## src/rtl/lsu_pkg.sv

```systemverilog
// Shared definitions for the load/store unit: DMType codes, FSM states and
// request classification helpers.
package lsu_pkg;

    localparam logic [2:0] DM_W  = 3'b000;
    localparam logic [2:0] DM_H  = 3'b001;
    localparam logic [2:0] DM_HU = 3'b010;
    localparam logic [2:0] DM_B  = 3'b011;
    localparam logic [2:0] DM_BU = 3'b100;

    typedef enum logic [1:0] {
        IDLE  = 2'd0,
        BEAT0 = 2'd1,
        BEAT1 = 2'd2,
        RESP  = 2'd3
    } lsu_state_e;

    // Stores have no unsigned variants, so only W/H/B are legal for them.
    function automatic logic dm_legal(input logic we, input logic [2:0] dmtype);
        if (we)
            return (dmtype == DM_W) || (dmtype == DM_H) || (dmtype == DM_B);
        else
            return (dmtype <= DM_BU);
    endfunction

    function automatic logic dm_misaligned(input logic [2:0] dmtype, input logic [1:0] off);
        return (((dmtype == DM_H) || (dmtype == DM_HU)) && (off == 2'b11)) ||
               ((dmtype == DM_W) && (off != 2'b00));
    endfunction

endpackage

```

## src/rtl/lsu_align.sv

```systemverilog
// Combinational lane steering: byte enables and write data for both beats,
// and the merged, extended load result.
module lsu_align
    import lsu_pkg::*;
(
    input  logic [1:0]  off,
    input  logic [2:0]  dmtype,
    input  logic        split,
    input  logic [31:0] wdata,
    input  logic [31:0] rdata0,
    input  logic [31:0] rdata1,
    output logic [3:0]  be0,
    output logic [3:0]  be1,
    output logic [31:0] wdata0,
    output logic [31:0] wdata1,
    output logic [31:0] load_data
);

    logic [3:0]  size_mask;
    logic [7:0]  be_wide;
    logic [4:0]  sh0;
    logic [5:0]  sh1;
    logic [31:0] merged;

    always_comb begin
        size_mask = 4'b0001;
        case (dmtype)
            DM_W:         size_mask = 4'b1111;
            DM_H, DM_HU:  size_mask = 4'b0011;
            default:      size_mask = 4'b0001;
        endcase
    end

    // The upper nibble holds the enables that spill into the next word.
    assign be_wide = {4'b0000, size_mask} << off;
    assign be0     = be_wide[3:0];
    assign be1     = be_wide[7:4];

    assign sh0 = {off, 3'b000};
    assign sh1 = 6'd32 - {1'b0, off, 3'b000};

    assign wdata0 = wdata << sh0;
    assign wdata1 = wdata >> sh1;

    assign merged = (rdata0 >> sh0) | (split ? (rdata1 << sh1) : 32'h0);

    always_comb begin
        load_data = merged;
        case (dmtype)
            DM_H:    load_data = {{16{merged[15]}}, merged[15:0]};
            DM_HU:   load_data = {16'h0000, merged[15:0]};
            DM_B:    load_data = {{24{merged[7]}}, merged[7:0]};
            DM_BU:   load_data = {24'h000000, merged[7:0]};
            default: load_data = merged;
        endcase
    end

endmodule

```

## src/rtl/lsu_dm.sv

```systemverilog
// Load/store unit: accepts one core access, runs one or two word beats on the
// data-memory bus and returns a registered one-cycle response.
module lsu_dm
    import lsu_pkg::*;
#(
    parameter bit SPLIT_MISALIGNED = 1'b1
) (
    input  logic        clk,
    input  logic        rst,
    input  logic        req_valid,
    output logic        req_ready,
    input  logic        req_we,
    input  logic [2:0]  req_dmtype,
    input  logic [31:0] req_addr,
    input  logic [31:0] req_wdata,
    output logic        resp_valid,
    output logic [31:0] resp_rdata,
    output logic        resp_err,
    output logic        mem_req,
    output logic        mem_we,
    output logic [31:0] mem_addr,
    output logic [3:0]  mem_be,
    output logic [31:0] mem_wdata,
    input  logic        mem_ack,
    input  logic [31:0] mem_rdata
);

    lsu_state_e  state_reg, state_next;
    logic [31:0] addr_reg;
    logic [2:0]  dmtype_reg;
    logic        we_reg;
    logic [31:0] wdata_reg;
    logic        split_reg;
    logic [31:0] rdata0_reg;
    logic [31:0] resp_rdata_reg;
    logic        resp_err_reg;

    logic        accept;
    logic        req_mis;
    logic        req_illegal;
    logic [3:0]  be0, be1;
    logic [31:0] wdata0, wdata1, load_data;
    logic [31:0] align_rdata0;
    logic [31:0] beat0_addr;

    assign req_mis     = dm_misaligned(req_dmtype, req_addr[1:0]);
    assign req_illegal = !dm_legal(req_we, req_dmtype) || (req_mis && !SPLIT_MISALIGNED);
    assign accept      = req_valid && req_ready;

    // Beat 1 merges the captured first word with the word on the bus now.
    assign align_rdata0 = (state_reg == BEAT1) ? rdata0_reg : mem_rdata;

    lsu_align u_align (
        .off       (addr_reg[1:0]),
        .dmtype    (dmtype_reg),
        .split     (split_reg),
        .wdata     (wdata_reg),
        .rdata0    (align_rdata0),
        .rdata1    (mem_rdata),
        .be0       (be0),
        .be1       (be1),
        .wdata0    (wdata0),
        .wdata1    (wdata1),
        .load_data (load_data)
    );

    always_comb begin
        state_next = state_reg;
        req_ready  = 1'b0;
        mem_req    = 1'b0;
        resp_valid = 1'b0;
        case (state_reg)
            IDLE: begin
                req_ready = !rst;
                if (accept)
                    state_next = req_illegal ? RESP : BEAT0;
            end
            BEAT0: begin
                mem_req = 1'b1;
                if (mem_ack)
                    state_next = split_reg ? BEAT1 : RESP;
            end
            BEAT1: begin
                mem_req = 1'b1;
                if (mem_ack)
                    state_next = RESP;
            end
            RESP: begin
                resp_valid = 1'b1;
                state_next = IDLE;
            end
            default: state_next = IDLE;
        endcase
    end

    always_ff @(posedge clk or posedge rst) begin
        if (rst) begin
            state_reg      <= IDLE;
            addr_reg       <= 32'h0;
            dmtype_reg     <= 3'b000;
            we_reg         <= 1'b0;
            wdata_reg      <= 32'h0;
            split_reg      <= 1'b0;
            rdata0_reg     <= 32'h0;
            resp_rdata_reg <= 32'h0;
            resp_err_reg   <= 1'b0;
        end else begin
            state_reg <= state_next;
            case (state_reg)
                IDLE: begin
                    if (accept) begin
                        addr_reg     <= req_addr;
                        dmtype_reg   <= req_dmtype;
                        we_reg       <= req_we;
                        wdata_reg    <= req_wdata;
                        split_reg    <= req_mis && SPLIT_MISALIGNED;
                        resp_err_reg <= req_illegal;
                    end
                end
                BEAT0: begin
                    if (mem_ack) begin
                        rdata0_reg <= mem_rdata;
                        if (!split_reg)
                            resp_rdata_reg <= we_reg ? 32'h0 : load_data;
                    end
                end
                BEAT1: begin
                    if (mem_ack)
                        resp_rdata_reg <= we_reg ? 32'h0 : load_data;
                end
                RESP: begin
                    resp_rdata_reg <= 32'h0;
                    resp_err_reg   <= 1'b0;
                end
                default: ;
            endcase
        end
    end

    assign beat0_addr = {addr_reg[31:2], 2'b00};
    assign mem_we     = mem_req && we_reg;
    assign mem_addr   = (state_reg == BEAT1) ? (beat0_addr + 32'd4) : beat0_addr;
    assign mem_be     = !mem_req ? 4'b0000 : ((state_reg == BEAT1) ? be1 : be0);
    assign mem_wdata  = (state_reg == BEAT1) ? wdata1 : wdata0;
    assign resp_rdata = resp_rdata_reg;
    assign resp_err   = resp_err_reg;

endmodule

```

## config.mk

```make
export PLATFORM = sky130hd
export DESIGN_NAME = lsu_dm
export DESIGN_NICKNAME = d
export VERILOG_FILES = /design/src/rtl/lsu_pkg.sv /design/src/rtl/lsu_align.sv /design/src/rtl/lsu_dm.sv
export SDC_FILE = /design/constraint.sdc
export NUM_CORES = 1
export LEC_CHECK = 0
export BUFFER_PORTS_ARGS = -buffer_cell sky130_fd_sc_hd__buf_2
export CORE_ASPECT_RATIO = 1.4
export CORE_UTILIZATION = 45
export DETAILED_ROUTE_END_ITERATION = 12
export GPL_TIMING_DRIVEN = 0
export HOLD_SLACK_MARGIN = 0.05
export MAX_ROUTING_LAYER = met4
export PLACE_DENSITY = 0.81
export SLEW_MARGIN = 20
export SYNTH_ARGS = -nofsm -noshare
export SYNTH_HDL_FRONTEND = slang
export SYNTH_SLANG_ARGS = --single-unit
```

## constraint.sdc

```tcl
create_clock -name clk -period 6.3 [get_ports clk]
set_input_delay 1.26 -clock clk [delete_from_list [all_inputs] [get_ports clk]]
set_output_delay 1.26 -clock clk [all_outputs]
set_load 0.05 [all_outputs]
```

==> summary.md, run 1 <==
- **Slowest cell on crit path** clkbuf_1
- **latest clock arrival within the worst-skew pair** 0.43 ns
- **vias in the first global route** 7952
- **slew margin rel.** 31.4%
- **maximum clock insertion buffer count** 2
- **number of buffers inserted by hold repair at cts** 0
- **syn_area_per_cell** 9.92 um2
- **layout cell share with drive strength beyond 1** 34.9%
- **CTS Buf Count** 17
- **Achievable Freq** 164 MHz
- **Crit path largest cell delay** 0.49 ns
- **most used flip-flop cell after synthesis** dfrtp_1
- **register area share after synthesis** 40.6%
- **Crit path arrival time** 4.83 ns
- **hold slack** 0.472 ns
- **cell taking the most area after synthesis** dfrtp_1
- **RSZ-0062 raised after global routing** false
- **core footprint** 0.0181 mm2
- **total of flip-flops plus latches after synthesis** 136
- **first-pass GRT wire length** 42.7 mm
- **number of warnings issued by yosys** 0
- **CP endpoint kind** output port
- **crit-path leading delay family** buffers and inverters
- **commonest non-fill, non-tap cell in the layout** buf_2
- **Tot GR Track Use** 29.9%
- **category of the most critical setup path** reg -> out
- **WP data required** 5.04 ns
- **Clock Skews** 0.0111 ns
- **ordered list of cells on the worst path** buf_2 -> inv_1 -> buf_2 -> buf_1 -> clkbuf_1 -> ha_1 -> nor2_1 -> nand2_1 -> a21oi_2 -> clkbuf_1 -> nand2_1 -> o21ai_0 -> buf_2
- **fraction of registers with async set/reset** 100%
- **clock tree from TritonCTS** yes
- **count of pins over their slew limit** 0
- **number of flops mapped to enable cells by yosys** 0
- **I/O Buffers** 206
- **violation count after the first detailed-route iteration** 640
- **Die X** 117 um
- **clock-pin slew on the worst setup and hold paths** 0.06 ns
- **Final Critical Period** 6.09 ns
- **Final period util** 96.7%
- **placed inst area** 0.00975 mm2
- **synthesized cell area** 0.00838 mm2
- **placed wire-length estimate** 20.6 mm
- **Routed wire per std cell** 21.0 um
- **clock tree root driver cell** clkbuf_16
- **highest-count cells in the layout ignoring fill and taps** 218 x buf_2, 136 x dfrtp_1, 115 x mux2_2
- **number of vias after detailed routing** 7868
- **type of the worst min-delay path** reg -> reg
- **count of buffer and inverter cells on the critical path** 7
- **number of antenna violations at the first check in global routing** 1
- **detail-routed via count per cell** 5.94
- **result of the run** finished, final reports clean
- **most area-consuming cells after synthesis** dfrtp_1 41%, mux2_2 15%, mux2i_1 6.6%
- **post-synth top area share** 40.6%
- **Sink Count** 136
- **transition time at the pin with the least slew margin** 1.03 ns
- **area growth from synthesis to final layout** 24.0%
- **total detailed-routing wirelength** 27.8 mm
- **library cell appearing most often on the critical path** buf_2
- **final setup violating endpoints** 0
- **final estimated routing congestion in global placement** 0.934
- **overflow left after global routing** 0
- **top-level I/O count** 209
- **number of H-tree branching levels** 4
- **number of nets in the final layout** 1183
- **count of different cell masters after synthesis** 59
- **initial cell density of the core** 46.4%
- **pin count of the biggest net entering global routing** 89
- **number of hold violations in the final report** 0
- **DRT Pass-1 Iters** 6
- **# rows** 58
- **Post-DRT Antenna Nets** 0
- **DIE HEIGHT** 163 um
- **Critical Path Start Type** flip-flop
- **# DRC** 0
- **worst-path fanout max** 10
- **area of the die** 0.0192 mm2
- **post-route design area** 0.0104 mm2
- **Syn Inst Count** 845
- **count of max-cap constraint violations** 0
-- worst reg2reg max path, cell delays in order, from the launching register on --
cell and delay (ns):
dfrtp_1 0.37, buf_2 0.19, inv_1 0.20, buf_2 0.34, buf_1 0.45, clkbuf_1 0.49
ha_1 0.40, or3b_1 0.39, buf_2 0.19, nor2_4 0.29, a32oi_2 0.17, a2111oi_4 0.61
buf_6 0.23, a22o_1 0.14
-- through the flow --
step	std cells	setup slack, ns	util [%]	TNS [ns]
finish	1325	0.208	57.5	0
global route	1325	0.0634	57.5	0
CTS	1324	0.177	57.5	0
detailed placement	1293	0.433	54.0	0
global placement	1292	-0.185	53.8	-23.32
floorplan	846	1.40	-	0
-- metal layers --
| layer | up-vias | track usage [%] | wire, um |
|---|---|---|---|
| li1 | 3553 | - | - |
| met2 | 401 | 51.8 | 14200 |
| met1 | 3828 | 32.4 | 10500 |
| met4 | 0 | 16.3 | 1250 |
| met5 | - | - | 0 |
| met3 | 86 | 5.73 | 1810 |
-- area by class of cell --
type / instances / area [um2]
diodes: 1 / 2.50
clock inverters: 12 / 201
plain buffers: 63 / 274
repair buffers: 207 / 1060
fillers: 1605 / 7680
inverters: 8 / 37.5
clock buffers: 19 / 433
multi-input cells: 639 / 4680
well taps: 240 / 300
flip-flops and latches: 136 / 3400
-- repair_timing --
action | 4_1_cts | 5_1_grt
setup buffers | 0 | 0
gates cloned | 0 | 0
endpoints found under the hold margin | 0 | 0
gates resized for setup | 1 | 1
setup endpoints to repair | 7 | 10
-- cell families (layout without fill, tap and decap cells) --
| logic type | after synthesis | after routing | share of synthesized area [%] |
|---|---|---|---|
| AO/OA/AOI/OAI | 198 | 198 | 16.5 |
| XOR/XNOR | 30 | 30 | 3.14 |
| adder cells (fa/ha/maj) | 8 | 8 | 1.16 |
| buffers and inverters | 71 | 309 | 3.61 |
| flip-flops | 136 | 136 | 40.6 |
| multiplexers | 170 | 170 | 22.0 |
| other | 1 | 3 | 0.0447 |
| AND/OR/NAND/NOR | 231 | 231 | 13.0 |
-- synthesized netlist by cell type, types with 8 or more instances --
| cell type | count |
|---|---|
| dfrtp_1 | 136 |
| mux2_2 | 115 |
| nand2_1 | 97 |
| nor2_1 | 57 |
| mux2i_1 | 55 |
| a21oi_1 | 53 |
| clkbuf_1 | 37 |
| o21ai_0 | 33 |
| a221oi_1 | 25 |
| xnor2_1 | 22 |
| a22o_1 | 18 |
| nand3_1 | 16 |
| a22oi_1 | 12 |
| buf_1 | 11 |
| buf_2 | 11 |
| o22ai_1 | 11 |
| nand2b_1 | 9 |
| o221ai_1 | 9 |
| inv_1 | 8 |
| nor2b_1 | 8 |
| xor2_1 | 8 |
-- final timing paths --
kind,startpoint,to,slack (ns),cells after the start
setup / recovery,addr_reg[0]$_DFFE_PP0P_,mem_wdata[29],0.21,13
hold / removal,resp_rdata[5]$_DFFE_PP0P_,resp_rdata[5]$_DFFE_PP0P_,0.47,2
setup reg to reg,addr_reg[0]$_DFFE_PP0P_,resp_rdata[18]$_DFFE_PP0P_,1.79,13
hold reg to reg,resp_rdata[5]$_DFFE_PP0P_,resp_rdata[5]$_DFFE_PP0P_,0.47,2
max in group asynchronous,rst,rdata0_reg[27]$_DFFE_PP0P_,4.72,3
min in group asynchronous,rst,addr_reg[26]$_DFFE_PP0P_,0.82,2
Power of run 1 is not shown: default switching activity piles up to over one toggle a cycle in this logic, so the estimate is an artifact.
==> run 2: changes to the inputs <==
--- a/config.mk
+++ b/config.mk
@@ -12,8 +12,9 @@
 export GPL_TIMING_DRIVEN = 0
 export HOLD_SLACK_MARGIN = 0.05
 export MAX_ROUTING_LAYER = met4
-export PLACE_DENSITY = 0.81
+export PLACE_DENSITY = 0.8
 export SLEW_MARGIN = 20
 export SYNTH_ARGS = -nofsm -noshare
 export SYNTH_HDL_FRONTEND = slang
+export SYNTH_HIERARCHICAL = 1
 export SYNTH_SLANG_ARGS = --single-unit
==> summary.md, run 2 <==
- **result of the run** finished, final reports clean
- **syn_area_per_cell** 10.2 um2
- **slew margin rel.** 49.2%
- **top-level I/O count** 209
- **post-route design area** 0.0114 mm2
- **Post-DRT Antenna Nets** 0
- **total detailed-routing wirelength** 29.2 mm
- **Routed wire per std cell** 20.7 um
- **core footprint** 0.0205 mm2
- **Tot GR Track Use** 29.1%
- **category of the most critical setup path** reg -> out
- **Clock Skews** 0.0101 ns
- **count of pins over their slew limit** 0
- **fraction of registers with async set/reset** 100%
- **number of vias after detailed routing** 8154
- **vias in the first global route** 8366
- **cell taking the most area after synthesis** dfrtp_1
- **count of max-cap constraint violations** 0
- **total of flip-flops plus latches after synthesis** 136
- **Achievable Freq** 183 MHz
- **ordered list of cells on the worst path** clkbuf_1 -> buf_2 -> inv_1 -> ha_1 -> clkbuf_1 -> or2_2 -> clkbuf_1 -> nor2_1 -> and2_1 -> mux2_2 -> buf_2
- **transition time at the pin with the least slew margin** 0.763 ns
- **area of the die** 0.0214 mm2
- **number of nets in the final layout** 1255
- **most used standard cells in the synthesized netlist** 136 x dfrtp_1, 108 x mux2i_1, 86 x mux2_2
- **layout cell share with drive strength beyond 1** 34.6%
- **placed wire-length estimate** 21.7 mm
- **xor-xnor portion of the synthesized cell area** 2.96%
- **fraction of the mapped netlist area in simple logic gates** 11.4%
- **number of flops mapped to enable cells by yosys** 0
- **area growth from synthesis to final layout** 21.1%
- **# DRC** 0
- **initial cell density of the core** 45.8%
- **maximum clock insertion buffer count** 2
- **most used flip-flop cell after synthesis** dfrtp_1
- **number of hold violations in the final report** 0
- **clock-pin slew on the worst setup and hold paths** 0.06 ns
- **highest-count cells in the layout ignoring fill and taps** 238 x buf_2, 136 x dfrtp_1, 108 x mux2i_1
- **latest clock arrival within the worst-skew pair** 0.44 ns
- **Crit path largest cell delay** 0.52 ns
- **adder-cell area share of the yosys netlist** 0.933%
- **number of H-tree branching levels** 4
- **Crit path arrival time** 4.21 ns
- **number of warnings issued by yosys** 6
- **Final period util** 86.9%
- **clock tree from TritonCTS** yes
- **CTS Buf Count** 17
- **DIE HEIGHT** 173 um
- **count of different cell masters after synthesis** 57
- **clock tree root driver cell** clkbuf_16
- **violation count after the first detailed-route iteration** 560
- **most area-consuming cells after synthesis** dfrtp_1 36%, mux2i_1 12%, mux2_2 10%
- **Critical Path Start Type** flip-flop
- **WP data required** 5.04 ns
- **placed inst area** 0.0108 mm2
- **detail-routed via count per cell** 5.77
- **Slowest cell on crit path** nor2_1
- **final estimated routing congestion in global placement** 0.961
- **top-count cell post-synth** dfrtp_1
- **hold slack** 0.490 ns
- **# rows** 62
- **number of antenna violations at the first check in global routing** 1
- **multiplexer fraction of the synthesized cell area** 32.3%
- **Syn Inst Count** 917
- **overflow left after global routing** 0
- **final setup violating endpoints** 0
- **Die X** 124 um
- **worst-path fanout max** 10
- **register area share after synthesis** 36.3%
- **compound-cell area share of the yosys netlist** 10.5%
- **pin count of the biggest net entering global routing** 88
- **Final Critical Period** 5.47 ns
- **first-pass GRT wire length** 45.4 mm
- **final-layout fill cell count** 1897
- **Setup Fix Bufs, Post-CTS** 0
- **synthesized cell area** 0.00938 mm2
- **library cell appearing most often on the critical path** clkbuf_1
- **RSZ-0062 raised after global routing** false
- **largest family of logic cells by synthesized area** multiplexers
- **commonest non-fill, non-tap cell in the layout** buf_2
- **DRT Pass-1 Iters** 6
- **type of the worst min-delay path** reg -> reg
- **I/O Buffers** 206
- **post-cts sizing count** 0
- **post-synth top area share** 36.3%
- **CP endpoint kind** output port
- **Sink Count** 136
- **number of buffers inserted by hold repair at cts** 0
==> run 2: worst max-delay path: cells and delay by family (launching register included) <==
family / cells / cell delay (ns)
mux: 1 / 0.20
simple gates: 3 / 1.06
flops: 1 / 0.34
fa+ha+maj: 1 / 0.28
buf+inv: 6 / 1.91
==> run 2: path summary, 6_finish.rpt <==
path	start	to	slack (ns)	depth (start not counted)
max in group asynchronous	rst	rdata0_reg[16]$_DFFE_PP0P_	4.71	3
min in group asynchronous	rst	resp_rdata[28]$_DFFE_PP0P_	0.84	2
hold reg to reg	rdata0_reg[13]$_DFFE_PP0P_	rdata0_reg[13]$_DFFE_PP0P_	0.49	1
hold / removal	rdata0_reg[13]$_DFFE_PP0P_	rdata0_reg[13]$_DFFE_PP0P_	0.49	1
setup reg to reg	addr_reg[1]$_DFFE_PP0P_	resp_rdata[25]$_DFFE_PP0P_	2.53	12
setup / recovery	addr_reg[1]$_DFFE_PP0P_	mem_wdata[29]	0.83	11
==> run 2: cell families after synthesis <==
group                    count (synthesis)
multiplexers                           280
AND/OR/NAND/NOR                        203
AO/OA/AOI/OAI                          150
flip-flops                             136
buffers and inverters                  109
XOR/XNOR                                30
adder cells (fa/ha/maj)                  7
other                                    2
==> run 2: layout make-up <==
cell class,count,area (um2),share of cell area [%]
inverter,41,161,1.42
tap,256,320,2.82
sequential,136,3400,30.0
clock buffer,18,439,3.87
antenna,1,2.50,0.0220
multi-input combinational,673,5470,48.1
timing repair buffer,207,1060,9.32
clock inverter,14,138,1.21
buffer,68,368,3.24
==> run 2: metrics by stage <==
step,instances,util [%],TNS (ns),setup slack [ns]
global route,1414,55.5,0,0.706
finish,1414,55.5,0,0.828
detailed placement,1381,52.6,0,1.43
CTS,1413,55.4,0,0.971
floorplan,918,-,0,0.436
global placement,1380,52.4,-181.05,-2.19
==> run 2: per-layer routing <==
layer | part of all wire, % | global-route usage, % | vias to the layer above
li1 | - | - | 3727
met1 | 38 | 32.5 | 3942
met2 | 51 | 48.4 | 383
met3 | 5.6 | 4.62 | 102
met4 | 5.3 | 16.5 | 0
met5 | 0 | - | -
Power of run 2 is left out for the same reason.
